## src/rtl/fcmp_pipe_if.sv

```systemverilog
// Handshake and data bundle for the fcmp_pipe compare stage.
// The master side issues operand pairs and consumes results; the slave side is the compare pipe.
interface fcmp_pipe_if #(
  parameter int unsigned TAG_W = 5
);
  logic             in_valid;
  logic             in_ready;
  logic [1:0]       op;
  logic [31:0]      read_data1;
  logic [31:0]      read_data2;
  logic [TAG_W-1:0] rd_tag;

  logic             out_valid;
  logic             out_ready;
  logic [31:0]      cmp_out;
  logic [TAG_W-1:0] out_tag;
  logic             out_nv;

  logic             flag_clr;
  logic             fflags_nv;

  modport master (
    output in_valid, op, read_data1, read_data2, rd_tag, out_ready, flag_clr,
    input  in_ready, out_valid, cmp_out, out_tag, out_nv, fflags_nv
  );

  modport slave (
    input  in_valid, op, read_data1, read_data2, rd_tag, out_ready, flag_clr,
    output in_ready, out_valid, cmp_out, out_tag, out_nv, fflags_nv
  );
endinterface

```

## src/rtl/fcmp_pipe.sv

```systemverilog
// Two-stage pipelined IEEE-754 single-precision compare (FEQ/FLT/FLE) with
// valid/ready handshake, per-result invalid flag and a sticky invalid flag.
module fcmp_pipe #(
  parameter int unsigned TAG_W = 5
) (
  input  logic       clk,
  input  logic       rst,
  fcmp_pipe_if.slave bus
);
  localparam int unsigned DATA_W = 32;
  localparam int unsigned OP_W   = 2;

  localparam logic [OP_W-1:0] OP_FEQ = 2'b00;
  localparam logic [OP_W-1:0] OP_FLT = 2'b01;
  localparam logic [OP_W-1:0] OP_FLE = 2'b10;

  typedef struct packed {
    logic [DATA_W-1:0] bits;
    logic              nan;
    logic              snan;
    logic              zero;
  } fp_opnd_t;

  function automatic fp_opnd_t classify(input logic [DATA_W-1:0] x);
    fp_opnd_t r;
    r.bits = x;
    r.nan  = (x[30:23] == 8'hFF) && (x[22:0] != 23'd0);
    r.snan = r.nan && !x[22];
    r.zero = (x[30:0] == 31'd0);
    return r;
  endfunction

  // Remaps sign-magnitude so an unsigned compare follows float order (non-NaN)
  function automatic logic [DATA_W-1:0] order_key(input logic [DATA_W-1:0] x);
    return x[31] ? ~x : (x ^ 32'h8000_0000);
  endfunction

  // Stage S1: captured operands and classification
  logic             s1_valid_q, s1_valid_d;
  logic [OP_W-1:0]  s1_op_q,    s1_op_d;
  fp_opnd_t         s1_a_q,     s1_a_d;
  fp_opnd_t         s1_b_q,     s1_b_d;
  logic [TAG_W-1:0] s1_tag_q,   s1_tag_d;

  // Stage S2: registered result
  logic             s2_valid_q, s2_valid_d;
  logic             s2_cmp_q,   s2_cmp_d;
  logic [TAG_W-1:0] s2_tag_q,   s2_tag_d;
  logic             s2_nv_q,    s2_nv_d;

  logic             fflags_q,   fflags_d;

  logic              s2_adv_c;
  logic              s1_adv_c;
  logic              accept_c;
  logic              out_xfer_c;
  logic [DATA_W-1:0] key_a_c;
  logic [DATA_W-1:0] key_b_c;
  logic              equal_c;
  logic              less_c;
  logic              any_nan_c;
  logic              res_cmp_c;
  logic              res_nv_c;

  // Handshake: S1 may move whenever S2 is empty or draining
  always_comb begin
    s2_adv_c   = !s2_valid_q || bus.out_ready;
    s1_adv_c   = !s1_valid_q || s2_adv_c;
    accept_c   = bus.in_valid && !rst && s1_adv_c;
    out_xfer_c = s2_valid_q && bus.out_ready;
  end

  assign bus.in_ready = !rst && s1_adv_c;

  // Exact compare on S1 contents; +0 and -0 compare equal
  always_comb begin
    key_a_c   = order_key(s1_a_q.bits);
    key_b_c   = order_key(s1_b_q.bits);
    equal_c   = (s1_a_q.bits == s1_b_q.bits) || (s1_a_q.zero && s1_b_q.zero);
    less_c    = !equal_c && (key_a_c < key_b_c);
    any_nan_c = s1_a_q.nan || s1_b_q.nan;
    res_cmp_c = 1'b0;
    res_nv_c  = 1'b0;
    case (s1_op_q)
      OP_FEQ: begin
        res_cmp_c = equal_c && !any_nan_c;
        res_nv_c  = s1_a_q.snan || s1_b_q.snan;
      end
      OP_FLT: begin
        res_cmp_c = less_c && !any_nan_c;
        res_nv_c  = any_nan_c;
      end
      OP_FLE: begin
        res_cmp_c = (less_c || equal_c) && !any_nan_c;
        res_nv_c  = any_nan_c;
      end
      default: begin
        res_cmp_c = 1'b0;
        res_nv_c  = 1'b0;
      end
    endcase
  end

  // Next-state for both stages and the sticky flag
  always_comb begin
    s1_valid_d = s1_valid_q;
    s1_op_d    = s1_op_q;
    s1_a_d     = s1_a_q;
    s1_b_d     = s1_b_q;
    s1_tag_d   = s1_tag_q;
    s2_valid_d = s2_valid_q;
    s2_cmp_d   = s2_cmp_q;
    s2_tag_d   = s2_tag_q;
    s2_nv_d    = s2_nv_q;

    if (s1_adv_c) begin
      s1_valid_d = accept_c;
    end
    if (accept_c) begin
      s1_op_d  = bus.op;
      s1_a_d   = classify(bus.read_data1);
      s1_b_d   = classify(bus.read_data2);
      s1_tag_d = bus.rd_tag;
    end

    if (s2_adv_c) begin
      s2_valid_d = s1_valid_q;
      if (s1_valid_q) begin
        s2_cmp_d = res_cmp_c;
        s2_tag_d = s1_tag_q;
        s2_nv_d  = res_nv_c;
      end
    end

    // A set on the same cycle as a clear must win
    fflags_d = (fflags_q && !bus.flag_clr) || (out_xfer_c && s2_nv_q);
  end

  always_ff @(posedge clk) begin
    if (rst) begin
      s1_valid_q <= 1'b0;
      s1_op_q    <= '0;
      s1_a_q     <= '0;
      s1_b_q     <= '0;
      s1_tag_q   <= '0;
      s2_valid_q <= 1'b0;
      s2_cmp_q   <= 1'b0;
      s2_tag_q   <= '0;
      s2_nv_q    <= 1'b0;
      fflags_q   <= 1'b0;
    end else begin
      s1_valid_q <= s1_valid_d;
      s1_op_q    <= s1_op_d;
      s1_a_q     <= s1_a_d;
      s1_b_q     <= s1_b_d;
      s1_tag_q   <= s1_tag_d;
      s2_valid_q <= s2_valid_d;
      s2_cmp_q   <= s2_cmp_d;
      s2_tag_q   <= s2_tag_d;
      s2_nv_q    <= s2_nv_d;
      fflags_q   <= fflags_d;
    end
  end

  assign bus.out_valid = s2_valid_q;
  assign bus.cmp_out   = DATA_W'(s2_cmp_q);
  assign bus.out_tag   = s2_tag_q;
  assign bus.out_nv    = s2_nv_q;
  assign bus.fflags_nv = fflags_q;

endmodule

```

## src/flat_wrapper.sv

```systemverilog
// flat-port wrapper written by rule: the top's interface ports become plain ports
module fcmp_pipe_flat 
#(
  parameter int unsigned TAG_W = 5
)
  (clk, rst, bus_in_valid, bus_op, bus_read_data1, bus_read_data2, bus_rd_tag, bus_out_ready, bus_flag_clr, bus_in_ready, bus_out_valid, bus_cmp_out, bus_out_tag, bus_out_nv, bus_fflags_nv);
  fcmp_pipe_if #(.TAG_W(TAG_W)) bus_i ();
  input  logic clk;
  input  logic rst;
  input wire logic [$bits(bus_i.in_valid)-1:0] bus_in_valid;
  input wire logic [$bits(bus_i.op)-1:0] bus_op;
  input wire logic [$bits(bus_i.read_data1)-1:0] bus_read_data1;
  input wire logic [$bits(bus_i.read_data2)-1:0] bus_read_data2;
  input wire logic [$bits(bus_i.rd_tag)-1:0] bus_rd_tag;
  input wire logic [$bits(bus_i.out_ready)-1:0] bus_out_ready;
  input wire logic [$bits(bus_i.flag_clr)-1:0] bus_flag_clr;
  output wire logic [$bits(bus_i.in_ready)-1:0] bus_in_ready;
  output wire logic [$bits(bus_i.out_valid)-1:0] bus_out_valid;
  output wire logic [$bits(bus_i.cmp_out)-1:0] bus_cmp_out;
  output wire logic [$bits(bus_i.out_tag)-1:0] bus_out_tag;
  output wire logic [$bits(bus_i.out_nv)-1:0] bus_out_nv;
  output wire logic [$bits(bus_i.fflags_nv)-1:0] bus_fflags_nv;
  assign bus_i.in_valid = bus_in_valid;
  assign bus_i.op = bus_op;
  assign bus_i.read_data1 = bus_read_data1;
  assign bus_i.read_data2 = bus_read_data2;
  assign bus_i.rd_tag = bus_rd_tag;
  assign bus_i.out_ready = bus_out_ready;
  assign bus_i.flag_clr = bus_flag_clr;
  assign bus_in_ready = bus_i.in_ready;
  assign bus_out_valid = bus_i.out_valid;
  assign bus_cmp_out = bus_i.cmp_out;
  assign bus_out_tag = bus_i.out_tag;
  assign bus_out_nv = bus_i.out_nv;
  assign bus_fflags_nv = bus_i.fflags_nv;
  fcmp_pipe #(.TAG_W(TAG_W)) u_core (.clk(clk), .rst(rst), .bus(bus_i));
endmodule
```

## config.mk

```make
export PLATFORM = sky130hd
export DESIGN_NAME = fcmp_pipe_flat
export DESIGN_NICKNAME = d
export VERILOG_FILES = /design/src/rtl/fcmp_pipe_if.sv /design/src/rtl/fcmp_pipe.sv /design/src/flat_wrapper.sv
export SDC_FILE = /design/constraint.sdc
export NUM_CORES = 1
export LEC_CHECK = 0
export ABC_AREA = 1
export BUFFER_PORTS_ARGS = -buffer_cell sky130_fd_sc_hd__buf_4
export CAP_MARGIN = 10
export CORE_MARGIN = 4
export CORE_UTILIZATION = 25
export CTS_BUF_LIST = sky130_fd_sc_hd__clkbuf_8
export DETAILED_ROUTE_END_ITERATION = 10
export PLACE_DENSITY = 0.4
export SYNTH_ARGS = -nofsm -noshare
export SYNTH_HDL_FRONTEND = slang
export SYNTH_SLANG_ARGS = --single-unit
```

## constraint.sdc

```tcl
create_clock -name clk -period 4 [get_ports clk]
set_input_delay 0.2 -clock clk [delete_from_list [all_inputs] [get_ports clk]]
set_output_delay 0.2 -clock clk [all_outputs]
set_load 0.005 [all_outputs]
```

==> flow_summary.html <==
<table>
<tr><th>Metric</th><th>Value</th></tr>
<tr><th colspan="2">Cells and area</th></tr>
<tr><td>Footprint of the flip-flops and latches</td><td>1740 sq um</td></tr>
<tr><td>Finished Cell Area</td><td>~6300 sq um</td></tr>
<tr><td>Share of the core filled with cells</td><td>a little under a third</td></tr>
<tr><td>Antenna fix cells</td><td>0</td></tr>
<tr><td>Fill count</td><td>around 2,300</td></tr>
<tr><td>Fraction of final layout cells with drive strength greater than 1</td><td>roughly 15%</td></tr>
<tr><td>Most common cell after layout, fill and taps aside</td><td>nand2_1</td></tr>
<tr><td>Number of nets in the layout</td><td>901</td></tr>
<tr><td>Area occupied by multi-input gates</td><td>slightly below 3000 sq um</td></tr>
<tr><td>Most used cells in the layout excluding fill and tap cells</td><td>nand2_1 (129), buf_4 (89), dfxtp_1 (85), a21oi_1 (81), inv_1 (66)</td></tr>
<tr><td>Area Overhead vs Synth</td><td>19.1%</td></tr>
<tr><th colspan="2">Clocking</th></tr>
<tr><td>Number of clock buffers inserted by TritonCTS</td><td>9</td></tr>
<tr><td>Sink Count</td><td>87</td></tr>
<tr><td>H-tree depth</td><td>3</td></tr>
<tr><td>Clock root buffer master</td><td>clkbuf_8</td></tr>
<tr><td>CTS tree</td><td>built</td></tr>
<tr><td>Post-CTS Setup Repair Bufs</td><td>0</td></tr>
<tr><td># hold bufs at CTS</td><td>6</td></tr>
<tr><td>Worst-skew pair later-pin latency</td><td>a little under 0.4 ns</td></tr>
<tr><td>Clock input transition at the sequential cells of the worst setup and hold paths</td><td>0.10 ns</td></tr>
<tr><td>Number of resized instances in the post-cts repair step</td><td>0</td></tr>
<tr><td>Buffer levels on the longest clock path</td><td>2</td></tr>
<tr><th colspan="2">Route</th></tr>
<tr><td>Antenna Violating Nets Remaining</td><td>0</td></tr>
<tr><td>Vias after detailed routing</td><td>4,538</td></tr>
<tr><td>Post-detailed-route DRC marker count</td><td>0</td></tr>
<tr><td>WL/cell</td><td>around 13 um</td></tr>
<tr><td>Initial DRC Count</td><td>214</td></tr>
<tr><td>DRT Pass-1 Iters</td><td>4</td></tr>
<tr><td>DR vias/cell</td><td>approximately 4.3</td></tr>
<tr><td>Detailed-route wire length</td><td>14,200 um</td></tr>
<tr><th colspan="2">Placement</th></tr>
<tr><td>Placed instance area</td><td>~6000 sq um</td></tr>
<tr><td>Pre-CTS WS</td><td>1.41 ns</td></tr>
<tr><td>Number of I/O port buffers</td><td>85</td></tr>
<tr><td>Final GP Congestion</td><td>~0.71</td></tr>
<tr><td>DP HPWL</td><td>roughly 11,000 um</td></tr>
<tr><th colspan="2">Job</th></tr>
<tr><td>Max-Cap Viols</td><td>0</td></tr>
<tr><th colspan="2">Power</th></tr>
<tr><td>VDD IR max</td><td>roughly 0.00015 V</td></tr>
<tr><td>Leakage component of the power</td><td>between 2 and 3 nW</td></tr>
<tr><td>Power per unit of standard cell area</td><td>351 nW/um^2</td></tr>
<tr><th colspan="2">Die</th></tr>
<tr><td>Vertical extent of the die</td><td>between 150 and 200 um</td></tr>
<tr><td>Num rows</td><td>52</td></tr>
<tr><td>Chip Width</td><td>approximately 150 um</td></tr>
<tr><td>Starting density of the core</td><td>between 20% and 30%</td></tr>
<tr><td>Top-level port count</td><td>117</td></tr>
<tr><td>Total Die Area</td><td>between 20,000 and 25,000 sq um</td></tr>
<tr><td>Area of the core</td><td>approximately 20,000 sq um</td></tr>
<tr><th colspan="2">GRT</th></tr>
<tr><td>Gr ovfl total</td><td>0</td></tr>
<tr><td>Via count of the first global-routing pass</td><td>4,536</td></tr>
<tr><td>Wire length of the first global-routing pass</td><td>23,400 um</td></tr>
<tr><td>Antenna violations before repair</td><td>0</td></tr>
<tr><td>Pin count of the biggest net entering global routing</td><td>63</td></tr>
<tr><td>GRT Overall Usage</td><td>about an eighth</td></tr>
<tr><th colspan="2">Timing</th></tr>
<tr><td>Maximum clock frequency</td><td>a little over 0.4 GHz</td></tr>
<tr><td>Setup skew after layout</td><td>~0.014 ns</td></tr>
<tr><td>RSZ-0062 raised after global routing</td><td>no</td></tr>
<tr><td>Tightest slew margin relative to the limit</td><td>about 33%</td></tr>
<tr><td>Post-route worst setup slack</td><td>around 1.5 ns</td></tr>
<tr><td>Final worst path period need</td><td>~2.5 ns</td></tr>
<tr><td>Hold violation total from the final report</td><td>0</td></tr>
<tr><td>Final cycle utilization of the critical path</td><td>about 62%</td></tr>
<tr><td>Final setup TNS</td><td>0 ns</td></tr>
<tr><td>Pin slew with the least headroom to its limit</td><td>1.01 ns</td></tr>
<tr><td>Max-slew violation count</td><td>0</td></tr>
<tr><td>Endpoints failing setup</td><td>0</td></tr>
<tr><th colspan="2">Yosys</th></tr>
<tr><td>Post-Synthesis Cell Area</td><td>roughly 5300 sq um</td></tr>
<tr><td>Warning count from the yosys run</td><td>0</td></tr>
<tr><td>Synth Instances</td><td>720</td></tr>
<tr><td>Seq/Total Area, Yosys</td><td>33.1%</td></tr>
<tr><td>Number of distinct standard cells referenced by the synthesized netlist</td><td>30</td></tr>
<tr><td>Number of synthesized register bits</td><td>87</td></tr>
<tr><td>Syn avg cell area</td><td>7.31 sq um</td></tr>
<tr><th colspan="2">Setup path</th></tr>
<tr><td>Crit path DAT</td><td>~2.8 ns</td></tr>
<tr><td>Flop-to-flop setup slack</td><td>roughly 1.5 ns</td></tr>
<tr><td>Crit. End Element</td><td>flip-flop</td></tr>
<tr><td>Startpoint-to-endpoint class of the critical path</td><td>reg2reg</td></tr>
<tr><td>Startpoint class of the critical path</td><td>flip-flop</td></tr>
<tr><td>Top fanout value on the critical path</td><td>32</td></tr>
<tr><td>Data required time at the worst endpoint</td><td>around 4.3 ns</td></tr>
<tr><th colspan="2">Min path</th></tr>
<tr><td>Path category of the worst min-delay check</td><td>in2reg</td></tr>
<tr><th colspan="2">Status</th></tr>
<tr><td>Status</td><td>finished, final reports clean</td></tr>
</table>
## through the flow
stage / hold slack [ns] / instances / power (mW)
2_1_floorplan: 0.269 / 750 / 1.37
3_3_place_gp: 0.413 / 1043 / 1.53
3_5_place_dp: 0.411 / 1043 / 1.52
4_1_cts: 0.000830 / 1065 / 2.24
5_1_grt: 0.00531 / 1065 / 2.37
6_report: 0.0230 / 1065 / 2.20
## worst max-delay path: stages, from the launching register on
cell	delay (ns)
dfxtp_2	0.95
clkinv_2	0.20
ha_1	0.37
nand2_1	0.07
nor3_1	0.17
nand2_1	0.09
nor2_1	0.13
nand2_1	0.09
nand3_1	0.08
a21oi_1	0.09
nand2_1	0.09
a21oi_2	0.05
## final cells by class
cell class | instances | area share [%]
clock inverter | 7 | 1.56
timing repair buffer | 95 | 11.6
tap | 270 | 5.39
inverter | 74 | 4.45
sequential | 87 | 27.8
multi-input combinational | 523 | 47.2
clock buffer | 9 | 1.97
## report_power, final
group,internal (mW),switching (mW)
logic,0.238,0.267
registers,0.921,0.0723
clock network,0.354,0.350
total,1.51,0.689
## worst paths after layout
kind / from / endpoint / cells after the start
worst min-delay path: bus_read_data1[12] / u_core.s1_a_q[15] / 3
worst min register to register: u_core.s1_tag_q[1] / u_core.s1_tag_q[1] / 2
worst max-delay path: u_core.s1_a_q[34] / u_core.s2_cmp_q / 11
worst max register to register: u_core.s1_a_q[34] / u_core.s2_cmp_q / 11
## cells in the mapped netlist
| master | n | area share [%] |
|---|---|---|
| inv_1 | 65 | 4.6 |
| o21ai_1 | 37 | 3.5 |
| buf_1 | 2 | 0.14 |
| nand4_1 | 13 | 1.5 |
| and3_1 | 1 | 0.12 |
| nand3_1 | 36 | 3.4 |
| o21ai_0 | 29 | 2.8 |
| a21oi_2 | 1 | 0.17 |
| a21boi_0 | 1 | 0.14 |
| and2_1 | 1 | 0.12 |
| nor2_1 | 31 | 2.2 |
| ha_1 | 35 | 8.3 |
| or4_1 | 1 | 0.14 |
| or2_0 | 2 | 0.24 |
| xnor2_1 | 37 | 6.2 |
| buf_6 | 1 | 0.21 |
| nor4_1 | 12 | 1.4 |
| buf_4 | 32 | 4.6 |
| conb_1 | 1 | 0.071 |
| xor2_1 | 33 | 5.5 |
| clkinv_2 | 1 | 0.095 |
| a21oi_1 | 81 | 7.7 |
| a211oi_1 | 1 | 0.14 |
| nor3_1 | 7 | 0.67 |
| dfxtp_1 | 87 | 33 |
| nand2_1 | 130 | 9.3 |
| buf_2 | 22 | 2.1 |
| clkbuf_1 | 9 | 0.64 |
| or2_1 | 3 | 0.36 |
| inv_2 | 8 | 0.57 |
## state kept, by name, summed over array words and instances (netlist names)
signal                flops
u_core.s1_valid_q         1
u_core.bus.fflags_nv      1
u_core.s1_a_q            35
u_core.s2_cmp_q           1
u_core.s1_b_q            35
u_core.bus.out_nv         1
u_core.bus.out_valid      1
u_core.s1_tag_q           5
u_core.bus.out_tag        5
u_core.s1_op_q            2
## metal layers
metal  GRT usage [%]  vias up  share of wire [%]
met5               0        -                  0
met2            20.0       79                 45
met3            3.36       12                5.2
met4            3.44        0                1.2
li1                -     2431                  -
met1            16.2     2016                 48
## logic make-up after synthesis
kind of cell | count (synthesis) | synth area share [%]
simple gates | 237 | 19.5
compound gates | 150 | 14.4
buf+inv | 140 | 13.0
flops | 87 | 33.1
xor+xnor | 70 | 11.6
fa+ha+maj | 35 | 8.32
other cells | 1 | 0.0712
No activity file was read; power rests on OpenSTA's default activity.
